===== src/rtl/mips_pkg.sv =====
// Shared MIPS fetch definitions: default widths, reset PC, PC step and the {pc, ins}
// fetch entry layout used by the prefetch FIFO.
package mips_pkg;
  localparam int          PC_W_DEF     = 32;
  localparam int          INS_W_DEF    = 32;
  localparam logic [31:0] RESET_PC_DEF = 32'h0;
  localparam int          PC_STEP      = 4;

  typedef struct packed {
    logic [PC_W_DEF-1:0]  pc;
    logic [INS_W_DEF-1:0] ins;
  } fetch_entry_t;
endpackage

`define IF_ENTRY_W(pcw, insw) ((pcw) + (insw))


===== src/rtl/if_fifo.sv =====
// Synchronous prefetch FIFO, DEPTH x W bits, with push/pop/flush and count/empty/full.
module if_fifo #(
  parameter int DEPTH = 4,
  parameter int W     = 64,
  parameter int CW    = $clog2(DEPTH) + 1
) (
  input  logic          clk,
  input  logic          rst,
  input  logic          push,
  input  logic [W-1:0]  push_data,
  input  logic          pop,
  input  logic          flush,
  output logic [W-1:0]  head_data,
  output logic [CW-1:0] count,
  output logic          empty,
  output logic          full
);
  localparam int AW = $clog2(DEPTH);

  logic [W-1:0]  mem_q [DEPTH];
  logic [W-1:0]  mem_d [DEPTH];
  logic [AW-1:0] wr_ptr_q, wr_ptr_d;
  logic [AW-1:0] rd_ptr_q, rd_ptr_d;
  logic [CW-1:0] count_q, count_d;
  logic          do_push, do_pop;

  always_comb begin
    do_push  = push && (count_q != CW'(DEPTH));
    do_pop   = pop && (count_q != '0);
    mem_d    = mem_q;
    wr_ptr_d = wr_ptr_q;
    rd_ptr_d = rd_ptr_q;
    count_d  = count_q;
    if (flush) begin
      wr_ptr_d = '0;
      rd_ptr_d = '0;
      count_d  = '0;
    end else begin
      if (do_push) begin
        mem_d[wr_ptr_q] = push_data;
        wr_ptr_d        = wr_ptr_q + AW'(1);
      end
      if (do_pop) rd_ptr_d = rd_ptr_q + AW'(1);
      count_d = count_q + CW'(do_push) - CW'(do_pop);
    end
  end

  always_ff @(posedge clk or posedge rst) begin
    if (rst) begin
      mem_q    <= '{default: '0};
      wr_ptr_q <= '0;
      rd_ptr_q <= '0;
      count_q  <= '0;
    end else begin
      mem_q    <= mem_d;
      wr_ptr_q <= wr_ptr_d;
      rd_ptr_q <= rd_ptr_d;
      count_q  <= count_d;
    end
  end

  assign head_data = mem_q[rd_ptr_q];
  assign count     = count_q;
  assign empty     = (count_q == '0);
  assign full      = (count_q == CW'(DEPTH));
endmodule


===== src/rtl/ins_fetch_unit.sv =====
// MIPS fetch stage: credit-limited in-order imem requests, prefetch FIFO, redirect with kill.
// Optional IF_PERF_CNT_EN adds the fetch_cnt delivered-instruction counter port.
module ins_fetch_unit
  import mips_pkg::*;
#(
  parameter int              PC_W     = PC_W_DEF,
  parameter int              INS_W    = INS_W_DEF,
  parameter logic [PC_W-1:0] RESET_PC = PC_W'(RESET_PC_DEF),
  parameter int              DEPTH    = 4
) (
  input  logic             clk,
  input  logic             rst,
  output logic             imem_req,
  output logic [PC_W-1:0]  imem_addr,
  input  logic             imem_gnt,
  input  logic             imem_rvalid,
  input  logic [INS_W-1:0] imem_rdata,
  input  logic             redirect,
  input  logic [PC_W-1:0]  redirect_pc,
  output logic             if_valid,
  input  logic             if_ready,
  output logic [INS_W-1:0] inscode,
  output logic [PC_W-1:0]  if_pc
`ifdef IF_PERF_CNT_EN
  , output logic [31:0]    fetch_cnt
`endif
);
  localparam int CW = $clog2(DEPTH) + 1;
  localparam int EW = `IF_ENTRY_W(PC_W, INS_W);

  logic [PC_W-1:0] fetch_pc_q, fetch_pc_d;
  logic [PC_W-1:0] resp_pc_q, resp_pc_d;
  logic [CW-1:0]   inflight_q, inflight_d;
  logic [CW-1:0]   kill_q, kill_d;
  logic [CW-1:0]   fifo_count;
  logic [CW:0]     credit_used;
  logic            fifo_empty, fifo_full;
  logic            issue, push, pop;
  logic [PC_W-1:0] target_pc;
  logic [EW-1:0]   push_data, head_data;

  always_comb begin
    credit_used = {1'b0, fifo_count} + {1'b0, inflight_q};
    imem_req    = !rst && !redirect && (credit_used < (CW+1)'(DEPTH));
    imem_addr   = fetch_pc_q;
    issue       = imem_req && imem_gnt;
    push        = imem_rvalid && (kill_q == '0) && !redirect;
    pop         = if_valid && if_ready;
    push_data   = {resp_pc_q, imem_rdata};
    target_pc   = redirect_pc & ~PC_W'(3);

    fetch_pc_d = issue ? fetch_pc_q + PC_W'(PC_STEP) : fetch_pc_q;
    resp_pc_d  = push ? resp_pc_q + PC_W'(PC_STEP) : resp_pc_q;
    inflight_d = inflight_q + CW'(issue) - CW'(imem_rvalid);
    kill_d     = (imem_rvalid && (kill_q != '0)) ? kill_q - CW'(1) : kill_q;
    // No issue can happen in the redirect cycle, so every remaining in-flight word is stale.
    if (redirect) begin
      fetch_pc_d = target_pc;
      resp_pc_d  = target_pc;
      kill_d     = inflight_d;
    end
  end

  always_ff @(posedge clk or posedge rst) begin
    if (rst) begin
      fetch_pc_q <= RESET_PC;
      resp_pc_q  <= RESET_PC;
      inflight_q <= '0;
      kill_q     <= '0;
    end else begin
      fetch_pc_q <= fetch_pc_d;
      resp_pc_q  <= resp_pc_d;
      inflight_q <= inflight_d;
      kill_q     <= kill_d;
    end
  end

  if_fifo #(.DEPTH(DEPTH), .W(EW), .CW(CW)) u_fifo (
    .clk       (clk),
    .rst       (rst),
    .push      (push),
    .push_data (push_data),
    .pop       (pop),
    .flush     (redirect),
    .head_data (head_data),
    .count     (fifo_count),
    .empty     (fifo_empty),
    .full      (fifo_full)
  );

  assign if_valid          = !fifo_empty;
  assign {if_pc, inscode}  = head_data;

  a_no_overflow: assert property (@(posedge clk) disable iff (rst) !(push && fifo_full));

`ifdef IF_PERF_CNT_EN
  logic [31:0] fetch_cnt_q, fetch_cnt_d;

  always_comb fetch_cnt_d = fetch_cnt_q + 32'(pop);

  always_ff @(posedge clk or posedge rst) begin
    if (rst) fetch_cnt_q <= '0;
    else     fetch_cnt_q <= fetch_cnt_d;
  end

  assign fetch_cnt = fetch_cnt_q;
`endif
endmodule


===== config.mk =====
export PLATFORM = sky130hd
export DESIGN_NAME = ins_fetch_unit
export DESIGN_NICKNAME = d
export VERILOG_FILES = /design/src/rtl/mips_pkg.sv /design/src/rtl/if_fifo.sv /design/src/rtl/ins_fetch_unit.sv
export SDC_FILE = /design/constraint.sdc
export NUM_CORES = 1
export LEC_CHECK = 0
export CELL_PAD_IN_SITES_DETAIL_PLACEMENT = 1
export CELL_PAD_IN_SITES_GLOBAL_PLACEMENT = 1
export CORE_UTILIZATION = 48
export DETAILED_ROUTE_END_ITERATION = 7
export GPL_TIMING_DRIVEN = 0
export PLACE_DENSITY_LB_ADDON = 0.15
export SETUP_SLACK_MARGIN = 0.4
export SLEW_MARGIN = 20
export SYNTH_ARGS = -nofsm -noshare
export SYNTH_HDL_FRONTEND = slang
export SYNTH_SLANG_ARGS = --single-unit

===== constraint.sdc =====
create_clock -name clk -period 12.3 [get_ports clk]
set_input_delay 1.23 -clock clk [delete_from_list [all_inputs] [get_ports clk]]
set_output_delay 1.23 -clock clk [all_outputs]
set_load 0.05 [all_outputs]

==> results.cfg <==
[floorplanning]
num_io_pins = 168
vertical_extent_of_the_die_um = 184
die_area_um2 = 33800
dieWidth_um = 184
start_util_pct = 48.7
num_rows = 66
core_area_um2 = 32500

[synthesis]
synth-seq-cells = 321
synth_edf_count = 0
synth_area_leader_cell = dfrtp_1
synthArstFlopShare_pct = 100
dominantRegCellSynth = dfrtp_1
synth.yosys.seq_area_share_pct = 50.7
synth_area_um2 = 15900
post_synth.cell_area_avg_um2 = 14.9
synth.yosys.warnings = 0
gate_count_post_synth = 1061
synth.top_cells.by_area = dfrtp_1, mux2_4, mux4_2
synth.top_cell.area_share_pct = 50.7
yosys.cell_types.count = 56

[worst_setup_path]
path_delay_family = buffers and inverters
critical_path_class = flop to primary output
timing.critical_path.arrival_ns = 3.33
crit_path_start = u_fifo.rd_ptr_q[0]$_DFFE_PP0P_
critical_path.cell_chain = clkbuf_1, buf_2, mux4_2, clkdlybuf4s50_1
worstPathMaxFanout = 10
critPathLaunchType = flop
r2r-start = u_fifo.count[1]$_DFF_PP0_
crit_slowest_cell = clkdlybuf4s50_1
critical_path.max_stage_delay_ns = 0.73
worst_setup_path_end_kind = primary output
worstPathRequired_ns = 11.07
sum_of_buffers_and_inverters_on_the_critical_path = 3

[clock_network]
cts_inserted_buffers = 36
cts.clk_slew.worst_paths_ns = 0.06
cts_root_buffer = clkbuf_16
cts_hold_buf = 0
clkSinkCount = 321
postCtsSetupBuffers = 0
largest_buffer_count_on_any_clock_path = 3
worstSkewPairLatency_ns = 0.52
htreeDepth = 2
ctsResizeCount = 0
cts_tree = yes

[pwr]
peakVddDrop_uv = 132
power_per_cell_area_nw_per_um2 = 220
p_leak_nw = 8.44

[timing]
final_worst_path_cycle_share_pct = 37.1
max_slew.worst_pin.slew_ns = 0.928
timing.slew.headroom_pct = 38.1
slew_viol_final = 0
timing.setup.tns_ns = 0
hold_slack_ns = 0.499
period_minus_slack_ns = 4.56
grt_setup_unrepaired = false
fmax_ghz = 0.219
fin_worst_skew_ns = 0.0273
finalHoldViolations = 0
setup_violations = 0

[routing]
drtIter0Drc = 484
final_antenna_net_count = 0
vias = 9752
detail_route.wirelength_um = 39600
drc_errors = 0
routedWlPerCell_um = 22.8
dr.pass1.iters = 4
avgViaCountPerCell = 5.61

[placement]
dp.final_hpwl_um = 26900
dpl.cell_count = 1670
dpl_cell_area_um2 = 18100
placement.io_buffers = 161
globalplace.congestion = 0.876

[cells_and_area]
fin_cells = 1737
area_growth_syn_to_layout_pct = 22.2
post_route_cells_drive_above_1_share_pct = 34.7
final_design_instance_area_without_fill_um2 = 19400
final_core_utilization_pct = 59.6
final.fill_count = 3131
num-nets-final = 1352

[outcome]
status = completed

[global_route]
first_global_vias = 10900
grt_antenna_before_repair = 1
globalRoute.totalOverflow = 0
grt_max_degree = 95
first_pass_grt_wire_length_um = 64200
grt_util_all_layers_pct = 24.7

[job]
number_of_violations_of_the_max_capacitance_limit = 0

[worst_hold_path]
hp-class = flop to flop
hold_path_startpoint = u_fifo.mem_q[4]$_DFFE_PP0P_
==> sequential cells by signal, summed over array words and instances (netlist names) <==
name / count
kill_q: 3
inflight_q: 3
imem_addr: 30
u_fifo.mem_q: 248
u_fifo.count: 3
resp_pc_q: 30
u_fifo.rd_ptr_q: 2
u_fifo.wr_ptr_q: 2
==> where the power goes <==
| part | switching, W | internal, W | total (W) | leakage [nW] |
|---|---|---|---|---|
| Clock | 0.000434 | 0.000690 | 0.00112 | 0.615 |
| Sequential | 0.000161 | 0.00128 | 0.00144 | 4.24 |
| Combinational | 0.000944 | 0.000748 | 0.00169 | 3.59 |
==> cell usage after synthesis, drive strengths merged (3+ instances only) <==
cell type    n
clkbuf      23
xnor2       24
or3          3
nand2       57
nand4       23
inv         16
nor4         8
nand3       24
nor3         8
buf         52
xor2        17
o311ai       9
mux2       255
o211ai      16
and4         8
a31oi        5
and3        14
ha          14
and2         8
a21oi        5
o21ai       42
mux4        62
a31o         3
nand4b       3
dfrtp      321
nor2        24
mux2i        3
==> layout make-up <==
type	instances	area (um2)	area share, %
Multi-Input combinational cell	651	7010	36.2
Timing Repair Buffer	164	1690	8.74
Buffer	75	762	3.93
Inverter	17	71.3	0.368
Tap cell	442	553	2.85
Sequential cell	321	8030	41.5
Clock inverter	9	130	0.672
Antenna cell	1	2.50	0.0129
Clock buffer	57	1120	5.79
==> through the flow <==
step | worst slack (ns) | power [W]
2_1_floorplan | 2.19 | 0.00264
3_3_place_gp | -1.89 | 0.00311
4_1_cts | 7.64 | 0.00431
5_1_grt | 7.55 | 0.00445
3_5_place_dp | 7.99 | 0.00315
6_report | 7.74 | 0.00426
==> cells in the final DEF, fill, tap and decap left out, drive strengths merged, types with 16 or more instances in the layout <==
cell,netlist,layout
o21ai,42,42
inv,16,18
mux2,255,255
xnor2,24,24
o211ai,16,16
mux4,62,62
nand2,57,57
buf,52,55
nor2,24,24
nand4,23,23
xor2,17,17
clkdlybuf4s50,0,161
clkbuf,23,80
dfrtp,321,321
nand3,24,24
==> cells by family after synthesis <==
family                   after synthesis  share of synthesized area [%]
adder cells (fa/ha/maj)               16                           1.36
XOR/XNOR                              41                           2.26
other                                  1                         0.0236
AO/OA/AOI/OAI                         83                           3.32
AND/OR/NAND/NOR                      187                           6.82
flip-flops                           321                           50.7
buffers and inverters                 92                           5.21
multiplexers                         320                           30.3
==> final timing paths <==
kind	end	slack (ns)	cells past startpoint
max	if_pc[21]	7.74	4
min	u_fifo.mem_q[4]$_DFFE_PP0P_	0.50	1
max reg2reg	kill_q[2]$_DFFE_PP0P_	9.10	14
min reg2reg	u_fifo.mem_q[4]$_DFFE_PP0P_	0.50	1
max in group asynchronous	u_fifo.mem_q[148]$_DFFE_PP0P_	10.10	3
min in group asynchronous	imem_addr[12]$_DFFE_PP0N_	1.33	2
==> layer usage <==
layer	wire, um	up-vias	track usage [%]
met4	809	0	6.37
met3	1760	62	4.10
met5	0	-	0
met1	17600	5144	33.8
met2	19500	242	41.0
li1	-	4304	-
(Power assumes the default switching activity.)
